**config.mk**
```make
export PLATFORM = sky130hd
export DESIGN_NAME = sump_command_receiver
export DESIGN_NICKNAME = d
export VERILOG_FILES = /design/src/rtl/sump_command_receiver.sv
export SDC_FILE = /design/constraint.sdc
export NUM_CORES = 1
export LEC_CHECK = 0
export ABC_CLOCK_PERIOD_IN_PS = 3550
export BUFFER_PORTS_ARGS = -buffer_cell sky130_fd_sc_hd__buf_4
export CAP_MARGIN = 0
export CELL_PAD_IN_SITES_DETAIL_PLACEMENT = 0
export CELL_PAD_IN_SITES_GLOBAL_PLACEMENT = 1
export CORE_MARGIN = 4
export CORE_UTILIZATION = 45
export CTS_CLUSTER_SIZE = 28
export DETAILED_ROUTE_END_ITERATION = 8
export HOLD_SLACK_MARGIN = 0.12
export MAX_ROUTING_LAYER = met4
export PLACE_DENSITY = 0.82
export RECOVER_POWER = 100
export SLEW_MARGIN = 40
export SYNTH_ARGS = -nofsm -noshare
export SYNTH_HDL_FRONTEND = slang
export SYNTH_SLANG_ARGS = --single-unit
```
**constraint.sdc**
```tcl
create_clock -name clock -period 3.55 [get_ports clock]
set_input_delay 0.1775 -clock clock [delete_from_list [all_inputs] [get_ports clock]]
set_output_delay 0.1775 -clock clock [all_outputs]
set_load 0.1 [all_outputs]
```
**src/rtl/sump_command_receiver.sv**
```systemverilog
// sump_command_receiver
//   Decodes the SUMP host command stream arriving one byte at a time from the
//   serial receiver. Short commands (bit7 = 0) produce single-cycle strobes.
//   Long commands (bit7 = 1) take four little-endian argument bytes and then
//   commit a capture configuration register. All outputs are registered, so
//   every effect appears one cycle after the byte is sampled.
//
//   Build option: SUMP_RX_TIMEOUT_EN
//     Enables a gap counter that abandons a partially received long command
//     after TIMEOUT_CYCLES idle cycles and pulses command_dropped. Without it,
//     ARGS waits indefinitely and command_dropped is tied to 0.
//
//   Handshake: serial_input_valid is a one-cycle strobe with no back-pressure.
//   The byte on serial_input_data is consumed on every clock edge where valid
//   is 1; cycles with valid = 0 never change the parser state (apart from the
//   optional gap counter).
module sump_command_receiver #(
    parameter int READ_COUNT_WIDTH = 11,
    parameter int TIMEOUT_CYCLES   = 1_000_000
) (
    input  logic                        clock,
    input  logic                        reset_n,
    input  logic                        serial_input_valid,
    input  logic [7:0]                  serial_input_data,
    output logic                        run,
    output logic                        id_request,
    output logic                        soft_reset,
    output logic                        config_updated,
    output logic                        command_dropped,
    output logic [15:0]                 flags,
    output logic [READ_COUNT_WIDTH-1:0] read_count_x4,
    output logic [15:0]                 delay_count_x4,
    output logic [23:0]                 divider,
    output logic [31:0]                 trigger_mask,
    output logic [31:0]                 trigger_value
);

    // Elaboration-time sanity checks on the configuration.
    if (READ_COUNT_WIDTH < 1 || READ_COUNT_WIDTH > 16) begin : g_bad_rcw
        $error("READ_COUNT_WIDTH must be in 1..16");
    end
    if (TIMEOUT_CYCLES < 1) begin : g_bad_timeout
        $error("TIMEOUT_CYCLES must be at least 1");
    end

    typedef enum logic {
        IDLE = 1'b0,
        ARGS = 1'b1
    } state_t;

    localparam logic [16:0] RC_MAX = 17'((18'd1 << READ_COUNT_WIDTH) - 18'd1);

    state_t      state_q, state_d;
    logic [7:0]  opcode_q, opcode_d;
    logic [1:0]  arg_index_q, arg_index_d;
    logic [31:0] arg_q, arg_d;

    logic                        run_d, id_request_d, soft_reset_d, config_updated_d;
    logic [15:0]                 flags_d;
    logic [READ_COUNT_WIDTH-1:0] read_count_d;
    logic [15:0]                 delay_count_d;
    logic [23:0]                 divider_d;
    logic [31:0]                 trigger_mask_d, trigger_value_d;

    logic                        timeout_hit;

    // The final argument byte is committed on the same edge that samples it,
    // so the full argument is the stored three bytes plus the incoming one.
    logic [31:0]                 arg_full;
    logic [16:0]                 rc_sum, dc_sum;
    logic [READ_COUNT_WIDTH-1:0] rc_sat;
    logic [15:0]                 dc_sat;

    assign arg_full = {serial_input_data, arg_q[23:0]};
    assign rc_sum   = {1'b0, arg_full[15:0]} + 17'd1;
    assign dc_sum   = {1'b0, arg_full[31:16]} + 17'd1;
    assign rc_sat   = (rc_sum > RC_MAX) ? RC_MAX[READ_COUNT_WIDTH-1:0]
                                        : rc_sum[READ_COUNT_WIDTH-1:0];
    assign dc_sat   = dc_sum[16] ? 16'hFFFF : dc_sum[15:0];

`ifdef SUMP_RX_TIMEOUT_EN
    localparam int GAP_W = $clog2(TIMEOUT_CYCLES + 1);

    logic [GAP_W-1:0] gap_q;

    // Expiry: this is the TIMEOUT_CYCLES-th idle ARGS cycle and no byte came.
    assign timeout_hit = (state_q == ARGS) && !serial_input_valid &&
                         (gap_q == GAP_W'(TIMEOUT_CYCLES - 1));

    // Gap counter: clears on any byte or outside ARGS, counts idle ARGS cycles.
    always_ff @(posedge clock or negedge reset_n) begin
        if (!reset_n) begin
            gap_q           <= '0;
            command_dropped <= 1'b0;
        end else begin
            command_dropped <= timeout_hit;
            if (state_q != ARGS || serial_input_valid || timeout_hit) begin
                gap_q <= '0;
            end else begin
                gap_q <= gap_q + GAP_W'(1);
            end
        end
    end
`else
    assign timeout_hit     = 1'b0;
    assign command_dropped = 1'b0;
`endif

    // Next-state, argument assembly and command decode.
    always_comb begin
        state_d          = state_q;
        opcode_d         = opcode_q;
        arg_index_d      = arg_index_q;
        arg_d            = arg_q;
        run_d            = 1'b0;
        id_request_d     = 1'b0;
        soft_reset_d     = 1'b0;
        config_updated_d = 1'b0;
        flags_d          = flags;
        read_count_d     = read_count_x4;
        delay_count_d    = delay_count_x4;
        divider_d        = divider;
        trigger_mask_d   = trigger_mask;
        trigger_value_d  = trigger_value;

        case (state_q)
            IDLE: begin
                if (serial_input_valid) begin
                    if (serial_input_data[7]) begin
                        opcode_d    = serial_input_data;
                        arg_index_d = 2'd0;
                        state_d     = ARGS;
                    end else begin
                        case (serial_input_data)
                            8'h00: begin
                                soft_reset_d    = 1'b1;
                                flags_d         = 16'h0000;
                                read_count_d    = READ_COUNT_WIDTH'(1);
                                delay_count_d   = 16'h0001;
                                divider_d       = 24'h000000;
                                trigger_mask_d  = 32'h0000_0000;
                                trigger_value_d = 32'h0000_0000;
                            end
                            8'h01:   run_d        = 1'b1;
                            8'h02:   id_request_d = 1'b1;
                            default: ;
                        endcase
                    end
                end
            end
            ARGS: begin
                if (serial_input_valid) begin
                    arg_d[{arg_index_q, 3'b000} +: 8] = serial_input_data;
                    if (arg_index_q != 2'd3) begin
                        arg_index_d = arg_index_q + 2'd1;
                    end else begin
                        config_updated_d = 1'b1;
                        state_d          = IDLE;
                        case (opcode_q)
                            8'hC0: trigger_mask_d  = arg_full;
                            8'hC1: trigger_value_d = arg_full;
                            8'h80: divider_d       = arg_full[23:0];
                            8'h81: begin
                                read_count_d  = rc_sat;
                                delay_count_d = dc_sat;
                            end
                            8'h82: flags_d = arg_full[15:0];
                            default: ;
                        endcase
                    end
                end else if (timeout_hit) begin
                    state_d = IDLE;
                end
            end
            default: state_d = IDLE;
        endcase
    end

    // State and registered outputs; reset aborts any command in flight.
    always_ff @(posedge clock or negedge reset_n) begin
        if (!reset_n) begin
            state_q        <= IDLE;
            opcode_q       <= 8'h00;
            arg_index_q    <= 2'd0;
            arg_q          <= 32'h0000_0000;
            run            <= 1'b0;
            id_request     <= 1'b0;
            soft_reset     <= 1'b0;
            config_updated <= 1'b0;
            flags          <= 16'h0000;
            read_count_x4  <= READ_COUNT_WIDTH'(1);
            delay_count_x4 <= 16'h0001;
            divider        <= 24'h000000;
            trigger_mask   <= 32'h0000_0000;
            trigger_value  <= 32'h0000_0000;
        end else begin
            state_q        <= state_d;
            opcode_q       <= opcode_d;
            arg_index_q    <= arg_index_d;
            arg_q          <= arg_d;
            run            <= run_d;
            id_request     <= id_request_d;
            soft_reset     <= soft_reset_d;
            config_updated <= config_updated_d;
            flags          <= flags_d;
            read_count_x4  <= read_count_d;
            delay_count_x4 <= delay_count_d;
            divider        <= divider_d;
            trigger_mask   <= trigger_mask_d;
            trigger_value  <= trigger_value_d;
        end
    end

endmodule

```
==> run summary <==
share of the synthesized area in the top cell type - 58.5%
min-delay src - flags[6]$_DFFE_PN0P_
adder-cell area share of the yosys netlist - 1.39%
yosys warns - 0
initial antenna violation count - 0
Mapped Area - 7190 µm²
htree depth - 4
Net Count, Synth - 726
RR Startpoint - state_q$_DFF_PN0_
share of final-layout standard cells stronger than drive strength 1 - 7.59%
global route overflow - 0
Synth Area in Compound Gates - 15.1%
initial cell density of the core - 46.6%
Max stage delay on crit path - 1070 ps
Unique masters post-synth - 48
top cells by area, synth - dfrtp_1 (58%), nand2_1 (9.5%), o21ai_1 (5.5%)
Post-Route WL - 18.7 mm
Max Transition Viols Final - 28
endpoint of the worst register-to-register path - arg_q[2]$_DFFE_PN0P_
average size of a mapped cell - 10.2 µm²
die extent in x - 134 µm
pin count of the biggest net entering global routing - 101
Worst R2R Setup Slack - 730 ps
Cell Rows - 45
number of clock sinks - 170
final critical-path share of the clock period - 79.5%
number of cells on the worst reg-to-reg path - 4
Critical Setup Path Class - flop to flop
Final min period - 2820 ps
type of origin of the critical path - flop
top cell family by delay on the critical path - simple AND/OR/NAND/NOR gates
Final nets - 862
count of buffers from port buffering - 145
gate count after technology mapping - 707
area of the core - 15400 µm²
setup repair after global routing missed its margin - false
CP bufs+invs - 1
combinational family with the most area after synthesis - simple AND/OR/NAND/NOR gates
fraction of the mapped netlist area in simple logic gates - 17.0%
Root Driver - clkbuf_16
proportion of synthesized chip area in sequential cells - 59.2%
number of failing setup endpoints in the final timing report - 0
worst path arrival time - 3180 ps
fillcell total - 1525
die outline area - 18100 µm²
First-pass DRT Iterations - 5
number of cells traversed by the worst hold path - 2
global-route usage over all layers - 21.6%
detailed placement HPWL - 13.2 mm
Placer Congestion - 0.871
Vias - 5637
XOR/XNOR share of the synthesized area - 1.83%
status - finished with violations
CTS tree - done
Avg Vias per Cell - 5.28
drt initial violations - 341
Die Span Y - 134 µm
endpoint kind of the worst setup timing path - flop
Post-Place Worst Slack - 1050 ps
share of synthesized area spent on multiplexers - 1.22%
count of pins on the block boundary - 147
Async SR Flop Fraction - 100%
Highest Clock Rate - 354 MHz
pin slew with the least headroom to its limit - 1560 ps
count of nets left with antenna violations after detail routing - 0
total count of hold-check failures in the final report - 0
critical-path cell list - buf_4 -> nand3_1 -> nor4b_1 -> a22o_1
number of diodes - 0
max-cap violations - 1
Synth Flop Type - dfrtp_1
maximum fanout count along the critical path - 40
number of register bits inferred by synthesis - 170
area overhead of the layout relative to synthesis - 18.1%
number of enable flip-flop cells after synthesis - 0
Hold Worst Slack - 477 ps
detailed-route wire length per cell - 17.6 µm
CTS-repair resized insts - 0
cell accounting for the most synthesized area - dfrtp_1
Inserted Clock Buffers - 17
Worst Hold Class - flop to flop
clock slew seen by the registers of the worst setup and hold paths - 70 ps
clock insertion delay at the later pin of the skew report - 430 ps
final worst clock skew - 8.63 ps
relative slew slack - -4.32%
Critical-path top delay cell - nor4b_1
first-pass GRT wire length - 29.8 mm
setup ws final - 727 ps
total negative slack for setup checks - 0 ps
deepest clock path buffer count - 2
violations in the final reports - max-capacitance violations, max-slew violations
Hold Path Sink - flags[6]$_DFFE_PN0P_
worst path required time - 3910 ps
number of global-route vias before repair - 5440
DRC Markers - 0
Yosys cell counts (3+ instances only):
cell type  number
buf_2          29
buf_6           6
nor3b_1         4
buf_4           3
nor4b_2         3
nor4_2          4
nor2_1         19
ha_1            8
o21ai_1        79
and3_1          3
nand2_1       181
inv_1           6
dfrtp_1       168
mux2_2          6
clkbuf_1        9
xnor2_1         8
nand2b_1        4
o21ai_2         5
nor3_1         14
nand2_2         3
xor2_1          7
a22o_1         25
nand3_1        15
o21ai_0        63
a21oi_1         5
through the flow:
step                instances  area (µm²)  utilization (%)
global placement         1021        8350             54.1
floorplan                 707        7190                -
finish                   1067        8480             55.0
CTS                      1066        9040             58.6
global route             1067        8480             55.0
detailed placement       1023        8380             54.3
cells in the final DEF, fill, tap and decap left out, types with 2 or more instances in the layout:
master / instances
nor3b_1: 4
and3_1: 3
buf_8: 2
xnor2_1: 8
a21oi_1: 5
nor4b_2: 2
clkinv_4: 2
buf_4: 11
o31ai_1: 3
clkbuf_16: 17
clkinvlp_4: 3
or2_1: 2
mux2i_1: 2
xor2_1: 7
nor4_1: 5
nand2b_1: 4
nand2_1: 183
nor2_1: 19
clkinv_2: 5
ha_1: 8
o21ai_0: 137
clkbuf_1: 139
o21ai_1: 10
dfrtp_1: 168
nand4_2: 2
buf_12: 2
inv_1: 6
dlygate4sd3_1: 11
mux2_2: 6
inv_6: 2
nand3_1: 15
nor3_1: 14
a22o_1: 25
and4_1: 2
dfstp_2: 2
cell type report:
type | count | area (µm²) | area share (%)
multi-input cells | 483 | 2580 | 30.4
repair buffers | 165 | 808 | 9.53
inverters | 6 | 22.5 | 0.265
clock buffers | 18 | 429 | 5.06
well taps | 211 | 264 | 3.11
clock inverters | 14 | 124 | 1.46
flip-flops and latches | 170 | 4260 | 50.2
cells by family (layout without fill, tap and decap cells):
group,after synthesis,in the layout
AO/OA/AOI/OAI,186,186
XOR/XNOR,15,15
adder cells (fa/ha/maj),8,8
buffers and inverters,54,203
flip-flops,170,170
multiplexers,8,8
other,1,1
AND/OR/NAND/NOR,265,265
sequential cells by signal, indices dropped and copies added, names as in the netlist:
| register | flops |
|---|---|
| state_q | 1 |
| flags | 16 |
| id_request | 1 |
| read_count_x4 | 11 |
| delay_count_x4 | 16 |
| run | 1 |
| divider | 24 |
| config_updated | 1 |
| arg_q | 24 |
| trigger_mask | 32 |
| arg_index_q | 2 |
| soft_reset | 1 |
| opcode_q | 8 |
| trigger_value | 32 |
what timing repair did:
action	CTS	global route
hold buffers	11	0
endpoints found under the hold margin	130	0
buffers inserted	0	0
tightest hold or removal path: cells and delay by family (launching register included):
family,cells,cell delay (ps)
AO/OA/AOI/OAI,1,60
flip-flops,1,340
AND/OR/NAND/NOR,1,40
worst max-delay path by stage:
stage | start | end | slack (ps) | cells past startpoint
after global placement | state_q$_DFF_PN0_ | delay_count_x4[13]$_DFFE_PN0P_ | 1190 | 5
after global routing | state_q$_DFF_PN0_ | arg_q[2]$_DFFE_PN0P_ | 470 | 4
after CTS | state_q$_DFF_PN0_ | delay_count_x4[13]$_DFFE_PN0P_ | 1010 | 5
after floorplan | arg_index_q[0]$_DFFE_PN0P_ | divider[10]$_DFFE_PN0P_ | 1720 | 7
after detailed placement | state_q$_DFF_PN0_ | delay_count_x4[13]$_DFFE_PN0P_ | 1050 | 5
final | state_q$_DFF_PN0_ | arg_q[2]$_DFFE_PN0P_ | 730 | 4
metal layers:
metal	up-vias	GRT usage, %	routed length [µm]
met4	0	6.22	198
li1	2690	-	-
met3	17	4.84	1070
met1	2752	31.9	9250
met2	178	30.1	8220
met5	-	-	0
Power is left out: the tool's default activity adds up to more than one toggle a clock period on the data nets, which glitch-free logic cannot reach.
